File: src/rtl/mult_pkg.sv
// Shared definitions for the iterative multiplier.
//   - state_e : controller states (IDLE, CALC, DONE)
//   - OP_*    : operation encodings on the Op input (2'b11 is reserved and runs as MUL)
//   - XLEN    : register-file data width
//   - CNT_W   : iteration counter width
//   - absVal  : two's-complement magnitude helper used by the signed variant
package mult_pkg;

  localparam int unsigned XLEN  = 64;
  localparam int unsigned CNT_W = $clog2(XLEN) + 1;

  typedef enum logic [1:0] {
    IDLE = 2'd0,
    CALC = 2'd1,
    DONE = 2'd2
  } state_e;

  localparam logic [1:0] OP_MUL   = 2'b00;
  localparam logic [1:0] OP_UMULH = 2'b01;
  localparam logic [1:0] OP_SMULH = 2'b10;

  // The most negative value maps onto itself, which is the correct unsigned magnitude.
  function automatic logic [XLEN-1:0] absVal(input logic [XLEN-1:0] v);
    return v[XLEN-1] ? (~v + XLEN'(1)) : v;
  endfunction

endpackage

File: src/rtl/mult_core.sv
// Datapath of the shift-add multiplier: 2*WIDTH accumulator, multiplicand and
// multiplier registers, one radix-2 step per cycle, final optional negate.
// Optional feature macro: SEQ_MULTIPLIER_MULH_EN (sign/magnitude handling + negate).
// Ports:
//   Clk, Reset_n  clock, asynchronous active-low reset
//   load          capture operands, clear accumulator
//   step          perform one add/shift iteration
//   isSigned      operands are signed (only meaningful with load)
//   opA, opB      multiplicand, multiplier
//   prodNext      product as it will be after the current step (sign applied)
module mult_core
  import mult_pkg::*;
#(
  parameter int unsigned WIDTH = XLEN
) (
  input  logic                 Clk,
  input  logic                 Reset_n,
  input  logic                 load,
  input  logic                 step,
  input  logic                 isSigned,
  input  logic [WIDTH-1:0]     opA,
  input  logic [WIDTH-1:0]     opB,
  output logic [2*WIDTH-1:0]   prodNext
);

  logic [2*WIDTH-1:0] accQ, accD;
  logic [WIDTH-1:0]   mcandQ, mplierQ;
  logic [WIDTH:0]     upperSum;

  // Add into the upper half with the carry landing in the bit that the shift
  // moves back into the accumulator's MSB.
  always_comb begin
    upperSum = {1'b0, accQ[2*WIDTH-1:WIDTH]} + (mplierQ[0] ? {1'b0, mcandQ} : '0);
    accD     = {upperSum, accQ[WIDTH-1:1]};
  end

`ifdef SEQ_MULTIPLIER_MULH_EN
  logic negQ;

  always_ff @(posedge Clk or negedge Reset_n) begin
    if (!Reset_n) begin
      accQ    <= '0;
      mcandQ  <= '0;
      mplierQ <= '0;
      negQ    <= 1'b0;
    end else if (load) begin
      accQ    <= '0;
      mcandQ  <= isSigned ? absVal(opA) : opA;
      mplierQ <= isSigned ? absVal(opB) : opB;
      negQ    <= isSigned & (opA[WIDTH-1] ^ opB[WIDTH-1]);
    end else if (step) begin
      accQ    <= accD;
      mplierQ <= mplierQ >> 1;
    end
  end

  assign prodNext = negQ ? (~accD + (2*WIDTH)'(1)) : accD;
`else
  logic unusedSigned;
  assign unusedSigned = isSigned;

  always_ff @(posedge Clk or negedge Reset_n) begin
    if (!Reset_n) begin
      accQ    <= '0;
      mcandQ  <= '0;
      mplierQ <= '0;
    end else if (load) begin
      accQ    <= '0;
      mcandQ  <= opA;
      mplierQ <= opB;
    end else if (step) begin
      accQ    <= accD;
      mplierQ <= mplierQ >> 1;
    end
  end

  assign prodNext = accD;
`endif

endmodule

File: src/rtl/seq_multiplier.sv
// Iterative shift-add multiplier beside the execute-stage ALU. Takes the two
// register-file read buses and a destination register, produces a one-cycle
// write-back packet after WIDTH iterations (66 cycles per result).
// Optional feature macro: SEQ_MULTIPLIER_MULH_EN enables UMULH/SMULH; without it
// every request is MUL and BusW is always the low half.
// Ports:
//   Clk, Reset_n   clock, asynchronous active-low reset
//   Start          request, sampled only in IDLE
//   Op             00 MUL, 01 UMULH, 10 SMULH, 11 MUL
//   BusA, BusB     multiplicand, multiplier
//   RdIn           destination register
//   Busy           high in CALC and DONE
//   BusW, RW       write-back data / address, hold after DONE
//   RegWr          one-cycle write strobe
module seq_multiplier
  import mult_pkg::*;
#(
  parameter int unsigned WIDTH = XLEN
) (
  input  logic             Clk,
  input  logic             Reset_n,
  input  logic             Start,
  input  logic [1:0]       Op,
  input  logic [WIDTH-1:0] BusA,
  input  logic [WIDTH-1:0] BusB,
  input  logic [4:0]       RdIn,
  output logic             Busy,
  output logic [WIDTH-1:0] BusW,
  output logic [4:0]       RW,
  output logic             RegWr
);

  localparam logic [CNT_W-1:0] LastIter = CNT_W'(WIDTH - 1);

  state_e             stateQ;
  logic [CNT_W-1:0]   cntQ;
  logic [4:0]         rdQ;
  logic               load, step, isSigned;
  logic [2*WIDTH-1:0] prodNext;
  logic [WIDTH-1:0]   result;

  assign load = (stateQ == IDLE) && Start;
  assign step = (stateQ == CALC);

`ifdef SEQ_MULTIPLIER_MULH_EN
  logic [1:0] opQ;

  assign isSigned = (Op == OP_SMULH);
  assign result   = ((opQ == OP_UMULH) || (opQ == OP_SMULH)) ?
                    prodNext[2*WIDTH-1:WIDTH] : prodNext[WIDTH-1:0];

  always_ff @(posedge Clk or negedge Reset_n) begin
    if (!Reset_n) begin
      opQ <= OP_MUL;
    end else if (load) begin
      opQ <= Op;
    end
  end
`else
  logic unusedOp, unusedHi;

  assign isSigned = 1'b0;
  assign result   = prodNext[WIDTH-1:0];
  assign unusedOp = ^Op;
  assign unusedHi = ^prodNext[2*WIDTH-1:WIDTH];
`endif

  mult_core #(
    .WIDTH(WIDTH)
  ) u_core (
    .Clk      (Clk),
    .Reset_n  (Reset_n),
    .load     (load),
    .step     (step),
    .isSigned (isSigned),
    .opA      (BusA),
    .opB      (BusB),
    .prodNext (prodNext)
  );

  // Outputs are registered; BusW is taken from the core's post-step value so the
  // strobe and data appear together right after the last iteration.
  always_ff @(posedge Clk or negedge Reset_n) begin
    if (!Reset_n) begin
      stateQ <= IDLE;
      cntQ   <= '0;
      rdQ    <= '0;
      Busy   <= 1'b0;
      RegWr  <= 1'b0;
      BusW   <= '0;
      RW     <= '0;
    end else begin
      unique case (stateQ)
        IDLE: begin
          if (Start) begin
            stateQ <= CALC;
            cntQ   <= '0;
            rdQ    <= RdIn;
            Busy   <= 1'b1;
          end
        end
        CALC: begin
          cntQ <= cntQ + CNT_W'(1);
          if (cntQ == LastIter) begin
            stateQ <= DONE;
            RegWr  <= 1'b1;
            BusW   <= result;
            RW     <= rdQ;
          end
        end
        DONE: begin
          stateQ <= IDLE;
          RegWr  <= 1'b0;
          Busy   <= 1'b0;
        end
        default: begin
          stateQ <= IDLE;
        end
      endcase
    end
  end

endmodule

File: config.mk
export PLATFORM = sky130hd
export DESIGN_NAME = seq_multiplier
export DESIGN_NICKNAME = d
export VERILOG_FILES = /design/src/rtl/mult_pkg.sv /design/src/rtl/mult_core.sv /design/src/rtl/seq_multiplier.sv
export SDC_FILE = /design/constraint.sdc
export NUM_CORES = 1
export LEC_CHECK = 0
export CAP_MARGIN = 10
export CORE_MARGIN = 4
export CORE_UTILIZATION = 35
export CTS_CLUSTER_DIAMETER = 150
export DETAILED_ROUTE_END_ITERATION = 8
export GPL_ROUTABILITY_DRIVEN = 0
export SLEW_MARGIN = 5
export SYNTH_ARGS = -nofsm -noshare
export SYNTH_HDL_FRONTEND = slang
export SYNTH_SLANG_ARGS = --single-unit
File: constraint.sdc
create_clock -name Clk -period 3.8 [get_ports Clk]
set_input_delay 1.14 -clock Clk [delete_from_list [all_inputs] [get_ports Clk]]
set_output_delay 1.14 -clock Clk [all_outputs]
set_load 0.05 [all_outputs]
# ---- Word level (Yosys, flattened, before mapping)
# Index checks and enable logic that the tools add are counted.
dict set report word_totals {
  reg_bits 341
  input_bits 138
  out_inout_bits 71
  wordCells 43
}
dict set report op_classes {
  add_sub_neg 2
  n_eq_ne 5
  n_mux 14
  reduce_logical 12
}
# op n
set op_table {}
lappend op_table {{two-way mux 128 bit} 2}
lappend op_table {{two-way mux 64 bit} 3}
lappend op_table {{adder 64 x 65 -> 65 bit} 1}
lappend op_table {{one-hot mux 7 bit (2 select lines)} 1}
lappend op_table {{AND reduction 2 bit} 6}
lappend op_table {{nonzero test 2 bit} 4}
lappend op_table {{adder 7 x 1 -> 7 bit (second input constant)} 1}
lappend op_table {{== test 7 x 6 -> 1 bit (second input constant)} 1}
lappend op_table {{two-way mux 7 bit} 1}
lappend op_table {{two-way mux 2 bit} 2}
lappend op_table {{one-hot mux 1 bit (2 select lines)} 2}
lappend op_table {{one-hot mux 2 bit (2 select lines)} 1}
lappend op_table {{== test 2 x 1 -> 1 bit (second input constant)} 1}
lappend op_table {{== test 2 bit (second input constant)} 1}
lappend op_table {{logical NOT 2 bit} 1}
lappend op_table {{two-way mux 1 bit} 2}
lappend op_table {{inequality test 2 x 1 -> 1 bit (second input constant)} 1}
lappend op_table {{inequality test 2 bit (second input constant)} 1}
lappend op_table {{logical AND 1 bit} 1}

# ---- Depth between registers and ports, before layout
dict set report depth {
  depth_word 4
  mapped_depth 14
  depth_no_buf 13
}

# ---- Cells and area by module
# Synthesis repeated with hierarchy kept, for this count alone.
dict set report unflattened {
  cells_unflattened 1799
  area_unflattened_um2 18919.4
}
# module instances cells_each area_per_inst_um2 seq_area_each_um2
set modules_own_cells {}
lappend modules_own_cells {mult_core 1 1583 15633.7 6381.1}
lappend modules_own_cells {seq_multiplier 1 216 3285.7 2127.0}

# ---- Least setup slack after synthesis
# Ideal clock, no wire load.
dict set report synth_timing {
  path_type {flip-flop to flip-flop}
  startpoint {register u_core.mplierQ[0]}
  endpoint {register u_core.accQ[118]}
  setup_ps 130
  t_arrival_ps 3033
  required_time_ps 3670
  setup_slack_ps 637
  path_stages_with_launch 15
  n_path_buf 3
  path_cell_list {dfrtp_1 clkbuf_1 clkbuf_1 and2_1 ha_1 buf_2 a21o_1 a21o_1 a2111oi_2 a31oi_4 a21oi_2 o41ai_4 a31oi_1 xor2_1 o21ai_1}
}
dict set report synth_between {
  elab_chain_len 4
}
# element line_no
set synth_lines {}
lappend synth_lines {{start, declared} mult_core.sv:27} ;# logic [WIDTH-1:0] mcandQ, mplierQ;
lappend synth_lines {{start signal, assigned} mult_core.sv:70} ;# mplierQ <= opB;
lappend synth_lines {{start signal, assigned} mult_core.sv:73} ;# mplierQ <= mplierQ >> 1;
lappend synth_lines {{two-way mux 64 bit} mult_core.sv:33} ;# upperSum = {1'b0, accQ[2*WIDTH-1:WIDTH]} + (mplierQ[0] ? {1'b0, mcandQ} : '0);
lappend synth_lines {{adder 64 x 65 -> 65 bit} mult_core.sv:33}
lappend synth_lines {{two-way mux 128 bit} mult_core.sv:71} ;# end else if (step) begin
lappend synth_lines {{two-way mux 128 bit} mult_core.sv:67} ;# end else if (load) begin
lappend synth_lines {{end signal, assigned} mult_core.sv:64} ;# accQ <= '0;
lappend synth_lines {{end signal, assigned} mult_core.sv:68} ;# accQ <= '0;
lappend synth_lines {{end signal, assigned} mult_core.sv:72} ;# accQ <= accD;
lappend synth_lines {{end, declared} mult_core.sv:26} ;# logic [2*WIDTH-1:0] accQ, accD;
# No other way between the ends. The select of a mux whose other input is x is not followed.
# A chain may end at the register's enable or synchronous reset.

# ---- Final worst setup path
dict set report layout_timing {
  startpoint {register u_core.mplierQ[0]}
  endpoint {register u_core.accQ[119]}
}
# Same word-level chain as after synthesis.

==> flow_metrics.py <==
metrics = {
    "status": {
        "status": "finished clean",
    },
    "clock_network": {
        "clk_latency_ns": 0.57,
        "cts_buffer_depth": 3,
        "cts_made_buffers": 40,
        "cts_sinks": 340,
        "cts_root_buf": "clkbuf_16",
        "postCtsSetupRepairBufs": 0,
        "clk_pin_slew_ns": 0.06,
        "post_cts_resized": 0,
        "cts_tree": "done",
        "cts_hold_buffers": 0,
        "htreeDepth": 2,
    },
    "global_routing": {
        "antenna_found_initial": 2,
        "grt_first_pass_wirelength_mm": 75.2,
        "overflow": 0,
        "grt_max_degree": 135,
        "grt_util_all_layers": 0.170,
        "grt_pass1_vias": 14500,
    },
    "setup_path": {
        "cp_slowest_cell": "or4_1",
        "cpPeakStageDelay_ns": 0.52,
        "start_kind": "register",
        "crit_path_cell_trace": "and2_1 -> ha_1 -> inv_1 -> fa_1 -> nor2b_1 -> o2111ai_1 -> a211oi_1 -> buf_4 -> o21bai_1 -> a21oi_1 -> a221o_1 -> o21ai_2 -> or4_1 -> nand3_1",
        "critPathArrivalTime_ns": 3.98,
        "crit_fanout": 5,
        "critical_path_class": "register to register",
        "cp_data_required_time_ns": 4.29,
        "cp-end-kind": "register",
        "r2r_start": "u_core.mplierQ[0]",
        "crit_start": "u_core.mplierQ[0]",
    },
    "floorplan": {
        "io_pins": 209,
        "die_h_um": 230,
        "die_w_um": 230,
        "initial_core_util": 0.353,
        "rows": 81,
        "core_area_mm2": 0.0488,
        "die_area_mm2": 0.0529,
    },
    "logic_synthesis": {
        "async_reset_ff_frac": 1.00,
        "synth.cell_area_mm2": 0.0172,
        "synth.most_common_cell": "nand2_1",
        "ys_types": 62,
        "synthFlopType": "dfrtp_1",
        "syn_avg_cell_area_um2": 9.16,
        "synth_edf_count": 0,
        "synth_warnings": 0,
        "ys_ff_latch": 340,
        "seq_area_frac_synth": 0.493,
        "synth_nets": 2086,
        "synthTopCellsByArea": "dfrtp_1 (49%), nand2_1 (12%), ha_1 (4.7%), mux2_2 (4.5%), a22oi_1 (2.7%)",
        "syn_inst": 1882,
        "netlist.top_cell.by_area": "dfrtp_1",
        "synth_top_area_share": 0.493,
        "yosys-top-cells-count": "nand2_1 (572), dfrtp_1 (340), clkbuf_1 (100)",
    },
    "timing": {
        "hold_ws_ns": 0.466,
        "setup_tns_ns": 0,
        "max-slew-margin-rel": 0.468,
        "fin_skew_ns": 0.0190,
        "max_freq_mhz": 287,
        "fin_crit_ns": 3.49,
        "fin_crit_sh": 0.918,
        "hold_viol": 0,
        "tightest_slew_ns": 0.799,
        "rsz0062_at_grt": "false",
        "final_max_slew_viol_count": 0,
        "setup_violations": 0,
    },
    "flow_run": {
        "cap_violations": 0,
    },
    "final_layout": {
        "synthToLayoutAreaGrowth_pct": 24.8,
        "multiInputGateArea_mm2": 0.00830,
        "final_util": 0.441,
        "fin_area_mm2": 0.0215,
        "regArea_mm2": 0.00851,
        "fillers": 4790,
        "fin_nets": 2256,
        "drive_gt1_frac": 0.0923,
    },
    "pwr": {
        "power.leakage_uw": 0.00977,
        "power_density_mw_per_mm2": 732,
        "ir_drop_v": 0.000312,
    },
    "placement": {
        "dpl_cell_area_mm2": 0.0201,
        "port_buffers": 206,
        "dpl.hpwl_mm": 30.4,
    },
    "drt": {
        "avgViaCountPerCell": 5.13,
        "route.detailed.drc": 0,
        "routedWlPerCell_um": 16.5,
        "vias": 14100,
        "drtIter0Drc": 769,
        "drtAntennaViolNets": 0,
        "dr.pass1.iters": 5,
        "wl_mm": 45.4,
    },
    "hold_path": {
        "hold_start": "u_core.mcandQ[47]",
        "hold_path_class": "register to register",
    },
}
## state kept, by name, indices dropped and copies added (netlist names)
name and count:
u_core.accQ 127, BusW 64, u_core.mcandQ 64, u_core.mplierQ 64, cntQ 7, RW 5, rdQ 5, stateQ 2
Busy 1, RegWr 1
## logic make-up (layout without fill, tap and decap cells)
family | Yosys count | count (layout) | share of synthesized area
AOI/OAI and AO/OA | 370 | 370 | 0.143
xor gates and xnor gates | 52 | 52 | 0.0264
adders and majority gates | 66 | 66 | 0.0483
buffers and inverters | 128 | 326 | 0.0283
DFF | 340 | 340 | 0.493
muxes | 71 | 71 | 0.0462
other | 0 | 1 | 0
and+or+nand+nor | 855 | 855 | 0.215
## power by group
part / internal (µW) / total, µW / switching (µW)
logic: 2550 / 6110 / 3560
registers: 4910 / 5680 / 776
clock network: 2420 / 3970 / 1550
## metal layers
| layer | part of all wire | track usage | vias to the layer above |
|---|---|---|---|
| met3 | 0.077 | 0.0534 | 78 |
| met4 | 0.022 | 0.0473 | 4 |
| met5 | 0.00044 | 0 | - |
| li1 | - | - | 6810 |
| met2 | 0.45 | 0.272 | 331 |
| met1 | 0.45 | 0.223 | 6857 |
## metrics by stage
step | std cells | worst slack, ns | total power (µW)
CTS | 2744 | 0.211 | 15900
finish | 2745 | 0.312 | 15800
global placement | 2674 | 0.236 | 11600
global route | 2744 | 0.00504 | 17000
floorplan | 1882 | 0.637 | 10100
detailed placement | 2674 | 0.236 | 11800
## worst max-delay path: cells and delay by family (launching register included)
family	cells	cell delay, ns
compound gates	6	1.24
simple gates	4	0.92
fa+ha+maj	2	0.57
flops	1	0.43
buf+inv	2	0.23
## final timing paths
check                      slack (ns)                end  depth (start not counted)
min in group asynchronous        0.55  u_core.mcandQ[25]                          1
min reg2reg                      0.47  u_core.mcandQ[47]                          2
max reg2reg                      0.31   u_core.accQ[119]                         14
max                              0.31   u_core.accQ[119]                         14
max in group asynchronous        2.32            BusW[8]                          2
min                              0.47  u_core.mcandQ[47]                          2
## final cells by class
class,count,area share
Timing Repair Buffer,242,0.114
Multi-Input combinational cell,1414,0.386
Inverter,14,0.00244
Sequential cell,340,0.395
Tap cell,664,0.0386
Clock buffer,59,0.0545
Antenna cell,1,0.000116
Clock inverter,11,0.00907
## cell usage in the layout, fill, tap and decap left out, types with 26 or more instances in the layout
cell             instances
mux2_2                  69
a21oi_1                 80
ha_1                    65
a22oi_1                 63
nor2_1                  39
nand3_1                 92
and2_1                  65
o21ai_0                 85
a21o_1                  42
dfrtp_1                340
xor2_1                  28
buf_4                   26
clkdlybuf4s50_1        205
nand2_1                572
clkbuf_16               40
Power figures use the tool's default switching activity.
